--- src/rtl/riscv_pipe_pkg.sv ---
// Shared definitions for the 3-stage RISC-V pipeline (IF | DE/EX | MEM/WB).
// Contents:
//   hazard_state_t - state encoding of the hazard / memory-wait sequencer
//   NOP_INSTR      - canonical NOP (addi x0, x0, 0) loaded on flush/bubble
//   REG_X0         - architectural zero register address
package riscv_pipe_pkg;

    typedef enum logic [1:0] {
        INIT     = 2'd0,
        RUN      = 2'd1,
        MEM_WAIT = 2'd2,
        ERROR    = 2'd3
    } hazard_state_t;

    localparam logic [31:0] NOP_INSTR = 32'h00000013;
    localparam logic [4:0]  REG_X0    = 5'd0;

endpackage

--- src/rtl/sat_counter.sv ---
// Saturating up-counter used for the pipeline performance counters.
// Ports:
//   clk1   - clock, rising edge
//   reset1 - asynchronous active-high reset, clears the count
//   inc    - count this cycle
//   cnt    - current count; sticks at all-ones
module sat_counter #(
    parameter int W = 16
) (
    input  logic         clk1,
    input  logic         reset1,
    input  logic         inc,
    output logic [W-1:0] cnt
);

    localparam logic [W-1:0] ONE = W'(1);

    always_ff @(posedge clk1 or posedge reset1) begin
        if (reset1) begin
            cnt <= '0;
        end else if (inc && (cnt != '1)) begin
            cnt <= cnt + ONE;
        end
    end

endmodule

--- src/rtl/pipeline_hazard_ctrl.sv ---
// Central sequencer for the 3-stage RISC-V pipeline (IF | DE/EX | MEM/WB).
// Generates the global advance/freeze enables, branch flush and redirect,
// rs1/rs2 forwarding selects from MEM/WB, and runs the data-memory
// request/ready handshake with a bounded wait and a sticky error.
// Ports:
//   clk1, reset1        - clock (rising edge), async active-high reset
//   ex_rs1/ex_rs2       - source register addresses in DE/EX
//   ex_rs1_used/_rs2_.. - DE/EX instruction reads that source
//   ex_branch_taken     - DE/EX resolved a taken branch/jump
//   wb_rd, wb_reg_wr    - MEM/WB destination and write enable
//   wb_is_load/_store   - MEM/WB instruction accesses data memory
//   dmem_ready          - data memory completes the access this cycle
//   pc_en, pc_redirect  - PC update enable, load branch target
//   if_ex_en/_flush     - IF->DE/EX register enable / NOP load
//   ex_wb_en/_bubble    - DE/EX->MEM/WB register enable / NOP load
//   dmem_req            - data memory request
//   fwd_a, fwd_b        - select write-back data for rs1 / rs2
//   mem_err             - sticky memory timeout error
//   stall_cnt/flush_cnt - saturating performance counters
module pipeline_hazard_ctrl
    import riscv_pipe_pkg::*;
#(
    parameter int MEM_TIMEOUT = 16,
    parameter int CNT_W       = 16
) (
    input  logic             clk1,
    input  logic             reset1,
    input  logic [4:0]       ex_rs1,
    input  logic [4:0]       ex_rs2,
    input  logic             ex_rs1_used,
    input  logic             ex_rs2_used,
    input  logic             ex_branch_taken,
    input  logic [4:0]       wb_rd,
    input  logic             wb_reg_wr,
    input  logic             wb_is_load,
    input  logic             wb_is_store,
    input  logic             dmem_ready,
    output logic             pc_en,
    output logic             pc_redirect,
    output logic             if_ex_en,
    output logic             if_ex_flush,
    output logic             ex_wb_en,
    output logic             ex_wb_bubble,
    output logic             dmem_req,
    output logic             fwd_a,
    output logic             fwd_b,
    output logic             mem_err,
    output logic [CNT_W-1:0] stall_cnt,
    output logic [CNT_W-1:0] flush_cnt
);

    localparam int                WAIT_W    = $clog2(MEM_TIMEOUT + 1);
    localparam logic [WAIT_W-1:0] WAIT_LAST = WAIT_W'(MEM_TIMEOUT - 1);
    localparam logic [WAIT_W-1:0] WAIT_ONE  = WAIT_W'(1);

    hazard_state_t     state, state_nxt;
    logic [WAIT_W-1:0] wait_cnt, wait_nxt;
    logic              mem_op;
    logic              advance;
    logic              br_flush;
    logic              stall_inc;

    assign mem_op  = wb_is_load | wb_is_store;

    // A memory op with ready in the same cycle completes with zero wait.
    assign advance = ((state == RUN) && !(mem_op && !dmem_ready)) ||
                     ((state == MEM_WAIT) && dmem_ready);

    always_comb begin
        state_nxt = state;
        wait_nxt  = wait_cnt;
        case (state)
            INIT: state_nxt = RUN;
            RUN: begin
                if (mem_op && !dmem_ready) begin
                    state_nxt = MEM_WAIT;
                    wait_nxt  = '0;
                end
            end
            MEM_WAIT: begin
                if (dmem_ready) begin
                    state_nxt = RUN;
                end else if (wait_cnt == WAIT_LAST) begin
                    state_nxt = ERROR;
                end else begin
                    wait_nxt = wait_cnt + WAIT_ONE;
                end
            end
            ERROR:   state_nxt = ERROR;
            default: state_nxt = INIT;
        endcase
    end

    always_ff @(posedge clk1 or posedge reset1) begin
        if (reset1) begin
            state    <= INIT;
            wait_cnt <= '0;
        end else begin
            state    <= state_nxt;
            wait_cnt <= wait_nxt;
        end
    end

    // Whole pipeline freezes together; a branch held in the frozen DE/EX
    // takes effect on the release cycle because it is gated by advance.
    assign br_flush     = ex_branch_taken && advance;

    assign pc_en        = advance;
    assign if_ex_en     = advance;
    assign ex_wb_en     = advance;
    assign pc_redirect  = br_flush;
    assign if_ex_flush  = (state == INIT) || br_flush;
    assign ex_wb_bubble = (state == INIT) || (state == ERROR);
    assign dmem_req     = mem_op && ((state == RUN) || (state == MEM_WAIT));
    assign mem_err      = (state == ERROR);

    // A load still waiting on memory has no valid data to forward; the
    // pipeline is frozen then, so dropping the select is harmless.
    // Held off in INIT so every output except the NOP loads reads 0.
    always_comb begin
        fwd_a = (state != INIT) && wb_reg_wr && (wb_rd != REG_X0) &&
                (wb_rd == ex_rs1) && ex_rs1_used && (!wb_is_load || dmem_ready);
        fwd_b = (state != INIT) && wb_reg_wr && (wb_rd != REG_X0) &&
                (wb_rd == ex_rs2) && ex_rs2_used && (!wb_is_load || dmem_ready);
    end

    assign stall_inc = !advance && (state != INIT);

    sat_counter #(.W(CNT_W)) u_stall_cnt (
        .clk1   (clk1),
        .reset1 (reset1),
        .inc    (stall_inc),
        .cnt    (stall_cnt)
    );

    sat_counter #(.W(CNT_W)) u_flush_cnt (
        .clk1   (clk1),
        .reset1 (reset1),
        .inc    (br_flush),
        .cnt    (flush_cnt)
    );

endmodule

--- config.mk ---
export PLATFORM = sky130hd
export DESIGN_NAME = pipeline_hazard_ctrl
export DESIGN_NICKNAME = d
export VERILOG_FILES = /design/src/rtl/riscv_pipe_pkg.sv /design/src/rtl/sat_counter.sv /design/src/rtl/pipeline_hazard_ctrl.sv
export SDC_FILE = /design/constraint.sdc
export NUM_CORES = 1
export LEC_CHECK = 0
export ABC_AREA = 1
export BUFFER_PORTS_ARGS = -buffer_cell sky130_fd_sc_hd__buf_2
export CORE_MARGIN = 4
export CORE_UTILIZATION = 58
export DETAILED_ROUTE_END_ITERATION = 16
export PLACE_DENSITY_LB_ADDON = 0.12
export SETUP_SLACK_MARGIN = 0.4
export SLEW_MARGIN = 15
export SYNTH_ARGS = -nofsm -noshare
export SYNTH_HDL_FRONTEND = slang
export SYNTH_SLANG_ARGS = --single-unit
--- constraint.sdc ---
create_clock -name clk1 -period 4.3 [get_ports clk1]
set_input_delay 0.43 -clock clk1 [delete_from_list [all_inputs] [get_ports clk1]]
set_output_delay 0.43 -clock clk1 [all_outputs]
set_load 0.05 [all_outputs]
# Word level (Yosys, flattened, before mapping)
# Index checks and enable logic that the tools add are counted.
dict set report totals {
  in_bits 24
  reg_bits 39
  output_inout_bits 42
}
dict set report op_classes {
  n_addsub 3
  muxes 8
  eq_ne 12
  reduce_logical 31
  bitwise 1
}
# operator count
set ops {}
lappend ops {{adder 16 x 1 -> 16 bit (second input constant)} 2}
lappend ops {{!= test 16 bit (second input constant)} 2}
lappend ops {{logical AND 1 bit} 16}
lappend ops {{two-way mux 5 bit} 3}
lappend ops {{equality test 5 bit} 2}
lappend ops {{case mux 5 bit (2 select lines)} 1}
lappend ops {{case mux 2 bit (4 select lines)} 1}
lappend ops {{two-way mux 2 bit} 3}
lappend ops {{adder 5 x 1 -> 5 bit (second input constant)} 1}
lappend ops {{equality test 5 x 4 -> 1 bit (second input constant)} 1}
lappend ops {{logical OR 1 bit} 5}
lappend ops {{nonzero test 5 bit} 1}
lappend ops {{equality test 2 bit (second input constant)} 2}
lappend ops {{logical NOT 1 bit} 4}
lappend ops {{!= test 2 bit (second input constant)} 2}
lappend ops {{AND reduction 4 bit} 1}
lappend ops {{nonzero test 2 bit} 2}
lappend ops {{!= test 3 bit (second input constant)} 1}
lappend ops {{equality test 2 x 1 -> 1 bit (second input constant)} 1}
lappend ops {{logical NOT 2 bit} 1}
lappend ops {{!= test 2 x 1 -> 1 bit (second input constant)} 1}
lappend ops {{AND reduction 2 bit} 1}
lappend ops {{OR 1 bit} 1}

# Logic depth before layout (Yosys ltp)
dict set report logic_depth {
  ltp_word 8
  ltp_mapped 10
  depth_no_buf 9
}

# Hierarchy
# A second synthesis with hierarchy kept.
dict set report hier_totals {
  cells_unflattened 407
  hier_area_um2 2865.2
}
# module area_per_inst_um2 seq_area_each_um2 n_inst cells_each
set modules_own_cells {}
lappend modules_own_cells {sat_counter 1069.8 400.4 2 150}
lappend modules_own_cells {pipeline_hazard_ctrl 725.7 175.2 1 107}

# Least setup slack after synthesis
# OpenSTA, ideal clock, no wires.
dict set report synth_timing {
  path_type {flip-flop to output port}
  start {register state[0]}
  end {output port dmem_req}
  required_ns 3.870
  t_arrival_ns 1.641
  path_stages_with_launch 5
  path_slack_ns 2.229
  path_cell_list {dfrtp_1 inv_1 ha_1 inv_1 nor2_1}
}
dict set report synth_via {
  elab_chain_cells 3
}
# item line_no
set synth_rtl {}
lappend synth_rtl {{start, declared} pipeline_hazard_ctrl.sv:56} ;# hazard_state_t state, state_nxt;
lappend synth_rtl {{start signal, assigned} pipeline_hazard_ctrl.sv:99} ;# state <= state_nxt;
lappend synth_rtl {{equality test 2 x 1 -> 1 bit or equality test 2 bit (tied branches)} pipeline_hazard_ctrl.sv:114} ;# assign dmem_req = mem_op && ((state == RUN) || (state == MEM_WAIT));
lappend synth_rtl {{logical OR 1 bit (*)} pipeline_hazard_ctrl.sv:114}
lappend synth_rtl {{logical AND 1 bit (*)} pipeline_hazard_ctrl.sv:114}
lappend synth_rtl {{end, declared} pipeline_hazard_ctrl.sv:44} ;# output logic dmem_req,
# Every way passes the cells marked *; elsewhere a longest branch is shown, timed or not.

# Worst setup path after layout
dict set report layout_timing {
  start {register state[0]}
  end {output port if_ex_flush}
}
dict set report layout_via {
  elab_chain_cells 5
}
# item line_no
set layout_rtl {}
lappend layout_rtl {{equality test 2 x 1 -> 1 bit or equality test 2 bit (tied branches)} {pipeline_hazard_ctrl.sv:66, pipeline_hazard_ctrl.sv:67}}
lappend layout_rtl {{logical AND 1 bit, on equally long branches} {pipeline_hazard_ctrl.sv:66, pipeline_hazard_ctrl.sv:67}}
lappend layout_rtl {{logical OR 1 bit} pipeline_hazard_ctrl.sv:66} ;# assign advance = ((state == RUN) && !(mem_op && !dmem_ready)) ||
lappend layout_rtl {{logical AND 1 bit} pipeline_hazard_ctrl.sv:106} ;# assign br_flush = ex_branch_taken && advance;
lappend layout_rtl {{logical OR 1 bit (*)} pipeline_hazard_ctrl.sv:112} ;# assign if_ex_flush = (state == INIT) || br_flush;
lappend layout_rtl {{end, declared} pipeline_hazard_ctrl.sv:41} ;# output logic if_ex_flush,
# Marks and branches as above.

==> summary.txt <==
Final Cycle Share = 54.1%
Tightest Pin Transition = 0.502 ns
final hold vios = 0
Die Area = 0.00587 sq mm
Leak = 1.79 nW
GRT overflow = 0
fmax = 0.430 GHz
Area growth syn-to-layout = 15.4%
Setup TNS = 0 ns
max_cap viols = 0
Worst Path Required = 3.87 ns
status = finished, final reports clean
number of synthesized register bits = 39
antenna viol nets, final = 0
Synth Instances = 391
FP Rows = 24
cell area after layout = 0.00315 sq mm
predominant post-synthesis flop cell = dfrtp_1
CTS Sinks = 39
Hold WC Path Type = in2async
clk_lat worst skew = 0.29 ns
Synth warnings = 0
Max Slew Vio Count = 0
post-layout util = 70.9%
initial core utilization = 61.5%
Vias = 2651
top-area cell type share of the netlist area = 35.7%
synth top area cells = dfrtp_1 (36%), nand2_1 (21%), o21ai_0 (6.2%)
H-tree Lvls = 2
core area = 0.00444 sq mm
dpl cell area = 0.00306 sq mm
Mapped Nets = 423
TritonRoute pass-1 iters = 4
Worst IR Drop VDD = 0.000141 V
WP data arrival = 1.89 ns
clk buf depth = 2
crit path time final = 2.32 ns
top cells by count, synth = nand2_1 (150), dfrtp_1 (39), inv_1 (36)
Root Driver = clkbuf_8
Filler Cell Count = 369
cell with the most instances after synthesis = nand2_1
Final Wtd Congestion = 0.795
Rel. slew slack = 66.6%
routed vias/inst = 5.21
antenna violations before repair = 0
number of I/O port buffers = 65
unique cell type count in the Yosys netlist = 26
Tot Pwr = 0.000651 W
Final Setup Violations = 0
CP Launch Type = flip-flop
Pwr Density = 206 mW/mm^2
first-iteration detailed-routing DRC count = 182
vias in the first global route = 2484
share of layout cells above drive strength 1 = 21.9%
Antenna diodes = 0
largest net degree at the start of global routing = 40
Die Y = 76.6 microns
nets = 488
Clk pin slew, worst setup/hold paths = 0.08 ns
drt total wl = 6.02 mm
post-CTS setup buffer count = 0
Mapped Area = 0.00273 sq mm
DR WL/cell = 11.8 microns
post-CTS sizing = 0
Mapped Avg Cell Area = 6.99 sq um
clock tree from TritonCTS = yes
Crit. End Element = primary output
sequential fraction of the synthesis area = 35.7%
DP Wirelength = 4.57 mm
cell taking the most area after synthesis = dfrtp_1
Die Wd = 76.6 microns
Post-synth EDFFs = 0
FFs w/ async S/R, synth = 100%
skew final = 0.00966 ns
first-pass GRT wire length = 10.6 mm
Crit Path Class = reg2out
Total GRT Usage = 21.4%
crit path max fanout = 9
Top Ports = 66
cts-stage hold buffer count = 0
unrepaired setup endpoints after global routing = false
CTS Buf Count = 5
drc violations = 0
-- path summary, 6_finish.rpt --
| path | from | endpoint | slack (ns) | depth (start not counted) |
|---|---|---|---|---|
| max in group asynchronous | reset1 | u_stall_cnt.cnt[13]$_DFFE_PP0P_ | 3.70 | 3 |
| max | state[0]$_DFFE_PP0P_ | if_ex_flush | 1.98 | 7 |
| min in group clk1 | wait_cnt[4]$_DFFE_PP0P_ | wait_cnt[4]$_DFFE_PP0P_ | 0.49 | 2 |
| max reg2reg | state[0]$_DFFE_PP0P_ | u_stall_cnt.cnt[3]$_DFFE_PP0P_ | 2.32 | 6 |
| min reg2reg | wait_cnt[4]$_DFFE_PP0P_ | wait_cnt[4]$_DFFE_PP0P_ | 0.49 | 2 |
| min | reset1 | u_stall_cnt.cnt[8]$_DFFE_PP0P_ | 0.25 | 3 |
-- power breakdown --
| part | internal, W | leakage (nW) | switching [W] |
|---|---|---|---|
| Sequential | 0.000366 | 0.515 | 0 |
| Clock | 0.000113 | 0.0402 | 0.000136 |
| Combinational | 0.0000148 | 1.24 | 0.0000206 |
| Total | 0.000494 | 1.79 | 0.000157 |
-- logic make-up after synthesis --
| family | Yosys count | synth area share, % |
|---|---|---|
| compound gates | 40 | 7.60 |
| fa+ha+maj | 8 | 3.66 |
| simple gates | 237 | 38.8 |
| xor+xnor | 20 | 6.41 |
| buf+inv | 47 | 7.74 |
| flops | 39 | 35.7 |
-- placed cells by master (no fill, tap or decap) --
master,Yosys,routed
a21oi_1,3,3
buf_2,1,65
buf_4,3,1
clkbuf_8,0,5
clkinv_2,0,1
clkinvlp_4,0,2
dfrtp_1,39,39
ha_1,8,8
inv_1,36,36
inv_2,3,3
nand2_1,150,150
nand2_2,6,6
nand2_4,2,2
nand3_1,18,18
nand3_2,4,4
nand4_1,12,12
nor2_1,35,35
nor2_2,2,2
nor2_4,5,5
nor2_8,1,1
o21ai_0,34,34
o21ai_2,1,1
o22ai_1,1,1
o31ai_1,1,1
or2_2,2,2
xnor2_1,10,10
xor2_1,10,10
-- state kept, by name, indices dropped and copies added, names as in the netlist --
name             count
u_flush_cnt.cnt     16
u_stall_cnt.cnt     16
wait_cnt             5
state                2
-- through the flow --
| stage | cells | hold WS [ns] | worst slack (ns) |
|---|---|---|---|
| 6_report | 509 | 0.249 | 1.98 |
| 3_5_place_dp | 501 | 0.475 | 2.29 |
| 2_1_floorplan | 391 | 0.453 | 2.23 |
| 4_1_cts | 509 | 0.273 | 1.98 |
| 3_3_place_gp | 501 | 0.476 | 2.38 |
| 5_1_grt | 509 | 0.316 | 1.83 |
-- worst max-delay path: stages, from the launching register on --
cell     delay [ns]
dfrtp_1        0.42
inv_1          0.12
ha_1           0.33
nand2_1        0.20
nand2_4        0.14
nand2_2        0.08
nand2_1        0.06
buf_2          0.25
-- cell type report --
class                   count  area, sq um  area share, %
clock buffers               5         68.8           2.18
multi-input cells         305         1540           49.0
well taps                  52         65.1           2.06
inverters                  39          146           4.64
repair buffers             66          333           10.6
flip-flops and latches     39          976           31.0
clock inverters             3         20.0          0.635
-- per-layer routing --
layer,track usage (%),wire [microns],up-vias,part of all wire (%)
li1,-,-,1359,-
met5,0,0,-,0
met3,2.36,396,5,6.6
met2,36.9,2820,93,47
met1,28.6,2750,1194,46
met4,5.43,46,0,0.76
Power figures use the tool's default switching activity.
